<file path="src/rtl/instr_feeder_pkg.sv">
// Shared constants, FSM state type and instruction field decode for instr_feeder.
package instr_feeder_pkg;

  localparam logic [5:0] OP_ADD  = 6'd0;
  localparam logic [5:0] OP_SUB  = 6'd1;
  localparam logic [5:0] OP_AND  = 6'd2;
  localparam logic [5:0] OP_OR   = 6'd3;
  localparam logic [5:0] OP_XOR  = 6'd4;
  localparam logic [5:0] OP_SLT  = 6'd5;
  localparam logic [5:0] OP_ADDI = 6'd8;
  localparam logic [5:0] OP_SUBI = 6'd9;
  localparam logic [5:0] OP_SLTI = 6'd10;
  localparam logic [5:0] OP_LW   = 6'd11;
  localparam logic [5:0] OP_HLT  = 6'h3F;

  localparam logic [31:0] NOP_WORD = 32'h0000_0000;
  localparam logic [31:0] HLT_WORD = 32'hFC00_0000;

  typedef enum logic [2:0] {
    ST_IDLE,
    ST_LOAD,
    ST_READY,
    ST_RUN,
    ST_DONE
  } state_t;

  typedef struct packed {
    logic       wr;
    logic [4:0] dst;
    logic [4:0] rs;
    logic [4:0] rt;
  } fields_t;

  // RR ops write rd [15:11]; immediate/load ops write rt [20:16].
  function automatic fields_t f_decode(input logic [31:0] w);
    fields_t f;
    f.rs  = w[25:21];
    f.rt  = w[20:16];
    f.wr  = 1'b0;
    f.dst = '0;
    if (w[31:26] <= OP_SLT) begin
      f.wr  = 1'b1;
      f.dst = w[15:11];
    end else if (w[31:26] == OP_ADDI || w[31:26] == OP_SUBI ||
                 w[31:26] == OP_SLTI || w[31:26] == OP_LW) begin
      f.wr  = 1'b1;
      f.dst = w[20:16];
    end
    return f;
  endfunction

endpackage

</file>
<file path="src/rtl/instr_feeder_prog_ram.sv">
// Program store: one synchronous write port, one asynchronous read port, no reset.
module feeder_prog_ram #(
  parameter int DEPTH  = 64,
  parameter int ADDR_W = 6
) (
  input  logic              clk1,
  input  logic              i_we,
  input  logic [ADDR_W-1:0] i_waddr,
  input  logic [31:0]       i_wdata,
  input  logic [ADDR_W-1:0] i_raddr,
  output logic [31:0]       o_rdata
);

  logic [31:0] r_mem [DEPTH];

  always_ff @(posedge clk1) begin
    if (i_we) r_mem[i_waddr] <= i_wdata;
  end

  assign o_rdata = r_mem[i_raddr];

endmodule

</file>
<file path="src/rtl/instr_feeder.sv">
// Loads a program from the host, then streams it one word per cycle to the core.
// Optional RAW bubble insertion is enabled by defining INSTR_FEEDER_HAZARD_NOP_EN.
module instr_feeder
  import instr_feeder_pkg::*;
#(
  parameter int DEPTH  = 64,
  parameter int ADDR_W = 6
) (
  input  logic              clk1,
  input  logic              reset,
  input  logic              load_valid,
  output logic              load_ready,
  input  logic [31:0]       load_data,
  input  logic              load_last,
  input  logic              start,
  output logic [31:0]       instr_out,
  output logic              instr_valid,
  output logic [ADDR_W-1:0] pc_out,
  output logic              busy,
  output logic              done
);

  localparam logic [ADDR_W:0] ONE      = (ADDR_W+1)'(1);
  localparam logic [ADDR_W:0] LAST_ADR = (ADDR_W+1)'(DEPTH-1);

  state_t            r_state;
  logic [ADDR_W:0]   r_wr_ptr;
  logic [ADDR_W:0]   r_rd_ptr;
  logic [ADDR_W:0]   r_prog_len;
  logic              w_accept;
  logic [ADDR_W-1:0] w_waddr;
  logic [31:0]       w_rdata;
  logic              w_at_end;
  logic              w_stall;

  assign load_ready = (r_state == ST_IDLE) || (r_state == ST_LOAD) || (r_state == ST_DONE);
  assign busy       = (r_state == ST_LOAD) || (r_state == ST_RUN);
  assign done       = (r_state == ST_DONE);
  assign w_accept   = load_valid && load_ready;
  assign w_waddr    = (r_state == ST_LOAD) ? r_wr_ptr[ADDR_W-1:0] : '0;
  assign w_at_end   = (r_rd_ptr == r_prog_len);

  feeder_prog_ram #(
    .DEPTH (DEPTH),
    .ADDR_W(ADDR_W)
  ) u_ram (
    .clk1   (clk1),
    .i_we   (w_accept),
    .i_waddr(w_waddr),
    .i_wdata(load_data),
    .i_raddr(r_rd_ptr[ADDR_W-1:0]),
    .o_rdata(w_rdata)
  );

`ifdef INSTR_FEEDER_HAZARD_NOP_EN
  fields_t    w_cur;
  logic [4:0] r_hz_dst;
  logic [1:0] r_hz_age;

  // Age counts issue slots since the last producer; consumer may issue at age 3.
  assign w_cur   = f_decode(w_rdata);
  assign w_stall = !w_at_end && (r_hz_dst != 5'd0) && (r_hz_age != 2'd3) &&
                   ((w_cur.rs == r_hz_dst) || (w_cur.rt == r_hz_dst));

  always_ff @(posedge clk1 or posedge reset) begin
    if (reset) begin
      r_hz_dst <= '0;
      r_hz_age <= '0;
    end else if (r_state == ST_READY && start) begin
      r_hz_dst <= '0;
      r_hz_age <= '0;
    end else if (r_state == ST_RUN && !w_at_end) begin
      if (!w_stall && w_cur.wr) begin
        r_hz_dst <= w_cur.dst;
        r_hz_age <= 2'd1;
      end else if (r_hz_age != 2'd3) begin
        r_hz_age <= r_hz_age + 2'd1;
      end
    end
  end
`else
  assign w_stall = 1'b0;
`endif

  always_ff @(posedge clk1 or posedge reset) begin
    if (reset) begin
      r_state     <= ST_IDLE;
      r_wr_ptr    <= '0;
      r_rd_ptr    <= '0;
      r_prog_len  <= '0;
      instr_out   <= '0;
      instr_valid <= 1'b0;
      pc_out      <= '0;
    end else begin
      instr_out   <= NOP_WORD;
      instr_valid <= 1'b0;
      case (r_state)
        ST_IDLE, ST_DONE: begin
          if (w_accept) begin
            r_wr_ptr <= ONE;
            if (load_last) begin
              r_prog_len <= ONE;
              r_state    <= ST_READY;
            end else begin
              r_state <= ST_LOAD;
            end
          end
        end
        ST_LOAD: begin
          if (w_accept) begin
            r_wr_ptr <= r_wr_ptr + ONE;
            if (load_last || r_wr_ptr == LAST_ADR) begin
              r_prog_len <= r_wr_ptr + ONE;
              r_state    <= ST_READY;
            end
          end
        end
        ST_READY: begin
          if (start) begin
            r_rd_ptr <= '0;
            r_state  <= ST_RUN;
          end
        end
        ST_RUN: begin
          if (w_at_end) begin
            instr_out   <= HLT_WORD;
            instr_valid <= 1'b1;
            pc_out      <= r_rd_ptr[ADDR_W-1:0];
            r_state     <= ST_DONE;
          end else if (!w_stall) begin
            instr_out   <= w_rdata;
            instr_valid <= 1'b1;
            pc_out      <= r_rd_ptr[ADDR_W-1:0];
            r_rd_ptr    <= r_rd_ptr + ONE;
            if (w_rdata[31:26] == OP_HLT) r_state <= ST_DONE;
          end
        end
        default: r_state <= ST_IDLE;
      endcase
    end
  end

endmodule
</file>
<file path="config.mk">
export PLATFORM = sky130hd
export DESIGN_NAME = instr_feeder
export DESIGN_NICKNAME = d
export VERILOG_FILES = /design/src/rtl/instr_feeder_pkg.sv /design/src/rtl/instr_feeder_prog_ram.sv /design/src/rtl/instr_feeder.sv
export SDC_FILE = /design/constraint.sdc
export NUM_CORES = 2
export LEC_CHECK = 0
export CAP_MARGIN = 20
export CORE_MARGIN = 2
export CORE_UTILIZATION = 57
export CTS_CLUSTER_DIAMETER = 150
export CTS_CLUSTER_SIZE = 28
export DETAILED_ROUTE_END_ITERATION = 16
export PLACE_DENSITY_LB_ADDON = 0.05
export SLEW_MARGIN = 10
export SYNTH_ARGS = -nofsm -noshare
export SYNTH_HDL_FRONTEND = slang
export SYNTH_SLANG_ARGS = --single-unit
</file>
<file path="constraint.sdc">
create_clock -name clk1 -period 5.4 [get_ports clk1]
set_input_delay 0.54 -clock clk1 [delete_from_list [all_inputs] [get_ports clk1]]
set_output_delay 0.54 -clock clk1 [all_outputs]
set_load 0.05 [all_outputs]
</file>
* Word level (Yosys, flattened, before mapping)
Memories as Yosys holds them, arrays and structs flattened.
Cells that the tools add are included.
** Storage, ports and cells
- Memory bits (read-only) :: 0
- Output and inout bits :: 42
- Bits in latches :: 0
- Register bits :: 63
- Input port bits :: 37
- Memories kept :: 1
- Logic and storage cells :: 62
- Bits in writable memories :: 2048
** Memory list
- u_ram.r_mem :: words 64, width 32, rd ports 1, clocked after memory_dff 0, write ports 1, line instr_feeder_prog_ram.sv:14 : logic [31:0] r_mem [DEPTH];
** Operators by class
- Add/subtract/negate cells :: 2
- Reduce and logical (&&, ||, !) cells :: 13
- Divide/modulo/power cells :: 0
- Equality and inequality tests :: 14
- Shifts and indexed selects :: 0
- Magnitude comparators :: 0
- Bitwise logic cells :: 0
- Multipliers :: 0
- Mux-type cells :: 25
** Operators with widths (number)
- $mux 32 :: 2
- $mux 7 :: 8
- $pmux 7 s2 :: 3
- $mux 3 :: 6
- $add 7x1->7 const B :: 2
- $pmux 3 s4 :: 1
- $reduce_and 5->1 :: 2
- $eq 7x6->1 const B :: 1
- $eq 7x7->1 :: 1
- $eq 3x2->1 const B :: 2
- $eq 6x6->1 const B :: 1
- $mux 6 :: 1
- $ne 2x1->1 const B :: 3
- $ne 2x2->1 const B :: 3
- $reduce_and 3->1 :: 2
- $logic_or 1x1->1 :: 4
- $reduce_bool 2->1 :: 2
- $eq 3x1->1 const B :: 1
- $eq 3x3->1 const B :: 1
- $logic_not 3->1 :: 1
- $mux 1 :: 3
- $ne 3x2->1 const B :: 1
- $mux 2 :: 1
- $reduce_or 2->1 :: 1
- $logic_and 1x1->1 :: 1

* Depth between registers and ports, before layout
- Depth in word-level cells :: 6
- Depth in mapped cells :: 12

* Modules after synthesis
From an unflattened synthesis, not the netlist that was laid out.
** Unflattened totals
- Cell total of the unflattened synthesis :: 3552
- Area, all modules :: 80587.3 µm²
** Modules (own cells, without submodules)
- feeder_prog_ram :: area each 77874.7 µm², cells each 3292, instances 1
- instr_feeder :: area each 2712.6 µm², cells each 260, instances 1

* Least setup slack after synthesis
No wires, ideal clock.
- Kind :: flip-flop to flip-flop
- Start :: register r_state[2]
- End :: memory u_ram.r_mem[49][0], enable pin
- Arrival time :: 5287 ps
- Clock period less this slack :: 5789 ps
- Cell stages (with the launch flop) :: 7
- Data required time :: 4899 ps
- Path buffers :: 2
- Slack :: -389 ps
- Cells stage by stage :: dfrtp_1 clkbuf_1 a21oi_1 and2_1 clkbuf_1 nand4_1 nor4_1
** Between the ends
- Word-level cells in the longest chain between the ends :: 6
- Elaborated cells between the ends (all ways) :: 9
- Classes of those cells :: eq/ne: 2; mux: 3; reduce/logical: 4
** Ends and longest elaborated chain
- start, declared :: line instr_feeder.sv:26 : state_t r_state;
- start signal, assigned :: line instr_feeder.sv:87 : r_state <= ST_IDLE;
- start signal, assigned :: line instr_feeder.sv:103 : r_state <= ST_READY;
- start signal, assigned :: line instr_feeder.sv:105 : r_state <= ST_LOAD;
- $eq 3x1->1 / $logic_not 3->1 (equally long branches) :: line instr_feeder.sv:36 : assign load_ready = (r_state == ST_IDLE) || (r_state == ST_LOAD) || (r_state == ST_DONE);
- $logic_or 1x1->1 :: line instr_feeder.sv:36
- $logic_or 1x1->1 * :: line instr_feeder.sv:36
- named net load_ready :: line instr_feeder.sv:12 : output logic load_ready,
- $logic_and 1x1->1 * :: line instr_feeder.sv:39 : assign w_accept = load_valid && load_ready;
- $mux 1 * :: line instr_feeder_prog_ram.sv:17 : if (i_we) r_mem[i_waddr] <= i_wdata;
- $mux 1 (not written as such) * :: line instr_feeder_prog_ram.sv:17
- end, declared :: line instr_feeder_prog_ram.sv:14
Mark *: on every way through the listed nets, which the timed path passes. The rest lies on a longest branch.

* Worst setup path in the final report
- Start :: register r_state[0]
- End :: memory u_ram.r_mem[36][0], enable pin
** Between the ends
- Word-level cells in the longest chain between the ends :: 6
- Elaborated cells between the ends (all ways) :: 9
- Classes of those cells :: eq/ne: 2; mux: 3; reduce/logical: 4
** Ends and longest elaborated chain (line)
- $eq 3x1->1 / $logic_not 3->1 (equally long branches) :: instr_feeder.sv:36, instr_feeder.sv:40
- $logic_or 1x1->1 (2 in a row) :: instr_feeder.sv:36
- $logic_and 1x1->1 :: instr_feeder.sv:39
- $mux 1 :: instr_feeder_prog_ram.sv:17
- $mux 1 (not written as such) :: instr_feeder_prog_ram.sv:17
Several ways; a longest one is shown, not always the timed one.

==> impl_metrics.toml <==
[setup_path]
r2r-end = "u_ram.r_mem[36][0]$_DFFE_PP_"
crit_type = "register to register"
worstSetupStartpoint = "r_state[0]$_DFFE_PP0P_"
cp.arrival_ps = 4610
crit_end = "u_ram.r_mem[36][0]$_DFFE_PP_"
r2r_setup_slack_ps = 1230
r2r_cells = 7
crit_path_max_fanout = 21
critPathRequiredTime_ps = 5840
worstPathCellList = "inv_1 > or3_1 > nor2_1 > nand3b_1 > or2_2 > nor2_4 > buf_4"
path_buf_inv = 2
r2r-start = "r_state[0]$_DFFE_PP0P_"
cpMaxStageDelayCell = "nor2_4"
path_delay_family = "simple AND/OR/NAND/NOR gates"
start_kind = "register"
max_stage_delay_ps = 830
end_kind = "register"
crit_cells = 7

[timing]
rsz0062_at_grt = "no"
hold_viol = 0
worstMarginPinSlew_ps = 1160
fin_skew_ps = 37.1
period_needed_ps = 4170
relSlewSlack = 0.221
timing.hold.ws_ps = 138
finalCritPeriodShare = 0.772
setup_viol = 0
tns_ps = 0
fmax_mhz = 240
timing_max_transition_violations_final = 0

[power]
vdd_ir_drop_max_uv = 291
powerDensity_nw_per_um2 = 409
leakage_nw = 26.0

[floorplanning]
io_pins = 79
die_area_um2 = 145000
die_h_um = 380
die_width_um = 380
start_util = 0.573
core-area_um2 = 141000
rows = 138

[route]
drcViolationCount = 0
vias_per_cell = 6.74
ant_nets = 0
drt-pass1-iter-count = 5
vias = 36600
drt-total-wl_um = 192000
drt_iter0_drc = 4857
wl_per_cell_um = 35.4

[synth]
synth_area_um2 = 80800
yosys_register_bits = 2111
syn_inst = 3351
ys_async_sr_fraction = 0.0298
synth_area_leader_cell = "edfxtp_1"
synthTopCellsByArea = "edfxtp_1 (76%), mux4_2 (18%), dfrtp_1 (2.0%), mux2i_1 (0.51%), clkbuf_1 (0.40%)"
synth_area_per_cell_um2 = 24.1
synth_top_area_share = 0.761
ys_types = 59
ys.flop_type = "edfxtp_1"
synth-edff-count = 2048
ys_warn_count = 0
syn_nets = 3390
seq_area_frac_synth = 0.781

[clocking]
cts_buffer_depth = 3
ctsResizeCount = 0
clock-sinks = 2111
htree_levels = 3
cts.clk_slew.worst_paths_ps = 110
clock_latency_ps = 740
root_buffer = "clkbuf_16"
cts_setup_buffers = 0
cts_buffers = 85
cts_hold_buf = 0
cts_tree = "done"

[placed_design]
globalplace.congestion = 0.909
placed_cells = 5257
place_area_um2 = 84600
portBuffers = 78
place_hpwl_um = 111000

[finish]
stdcell_count = 5421
fillers = 9398
utilization = 0.620
num-nets-final = 3512
syn_to_final_growth_pct = 8.25
layout_common_cells = "edfxtp_1 (2048), mux4_2 (628), buf_4 (108)"
fin_area_um2 = 87500
drive_above_1_share = 0.279
mostFrequentLayoutCell = "edfxtp_1"

[job]
maxCapViolations = 0

[global_routing]
antenna_found_initial = 14
track_usage = 0.266
grt_pass1_vias = 36700
overflow = 0
grt_pass1_wl_um = 273000
grt_max_degree = 95

[run_status]
status = "finished, final reports clean"

[hold_path]
hold_path.class = "input pin to asynchronous set/reset pin"
-- metal layers --
metal  vias up  track usage  part of all wire
met5         -            0                 0
met4         0       0.0490             0.016
met3       181       0.0449             0.086
met2      1683        0.421              0.49
met1     20200        0.403              0.41
li1      14500            -                 -
-- how the worst min path moves through the flow --
stage / endpoint / slack (ps)
final: instr_out[19]$_DFF_PP0_ / 140
after global routing: instr_out[19]$_DFF_PP0_ / 150
after CTS: instr_out[19]$_DFF_PP0_ / 110
after detailed placement: pc_out[2]$_DFFE_PP0P_ / 480
after global placement: pc_out[3]$_DFFE_PP0P_ / 480
after floorplan: r_prog_len[2]$_DFFE_PP0P_ / 470
-- metrics by stage --
step / worst slack, ps / power (W)
after CTS: 1260 / 0.0360
after detailed placement: 1210 / 0.0283
after global routing: 1050 / 0.0370
after floorplan: 535 / 0.0254
final: 1230 / 0.0358
after global placement: 1300 / 0.0282
-- power breakdown --
group,internal [W],switching [W],total [W]
Clock,0.00310,0.00475,0.00785
Combinational,0.00440,0.00499,0.00939
Sequential,0.0182,0.000388,0.0186
-- area by class of cell --
type	count	area, um^2	area share
Clock inverter	5	62.6	0.000715
Inverter	9	36.3	0.000415
Tap cell	1890	2360	0.0270
Clock buffer	138	2390	0.0273
Timing Repair Buffer	225	2320	0.0265
Multi-Input combinational cell	1041	17200	0.196
Antenna cell	2	5.00	0.0000572
Sequential cell	2111	63100	0.721
-- synth_stat cells (12+ instances only) --
master / number
nor3_1: 12
and3_1: 17
a21oi_1: 14
a22oi_1: 12
nor2b_1: 16
buf_2: 35
buf_6: 12
buf_4: 34
o21ai_0: 24
edfxtp_1: 2048
mux2i_1: 41
clkbuf_1: 87
nand2_1: 55
mux4_2: 628
nand3_1: 13
buf_1: 21
nor2_1: 79
dfrtp_1: 63
a211oi_1: 20
-- kinds of logic after synthesis --
family,synth area share
buffers and inverters,0.0126
and+or+nand+nor,0.0132
AOI/OAI and AO/OA,0.0107
DFF,0.781
muxes,0.181
xor gates and xnor gates,0.00130
adders and majority gates,0.000310
-- sequential cells by signal (all words and copies together) (netlist names) --
name         cells
u_ram.r_mem   2048
instr_out       32
r_prog_len       7
r_rd_ptr         7
r_wr_ptr         7
pc_out           6
r_state          3
instr_valid      1
(Power assumes the default switching activity.)
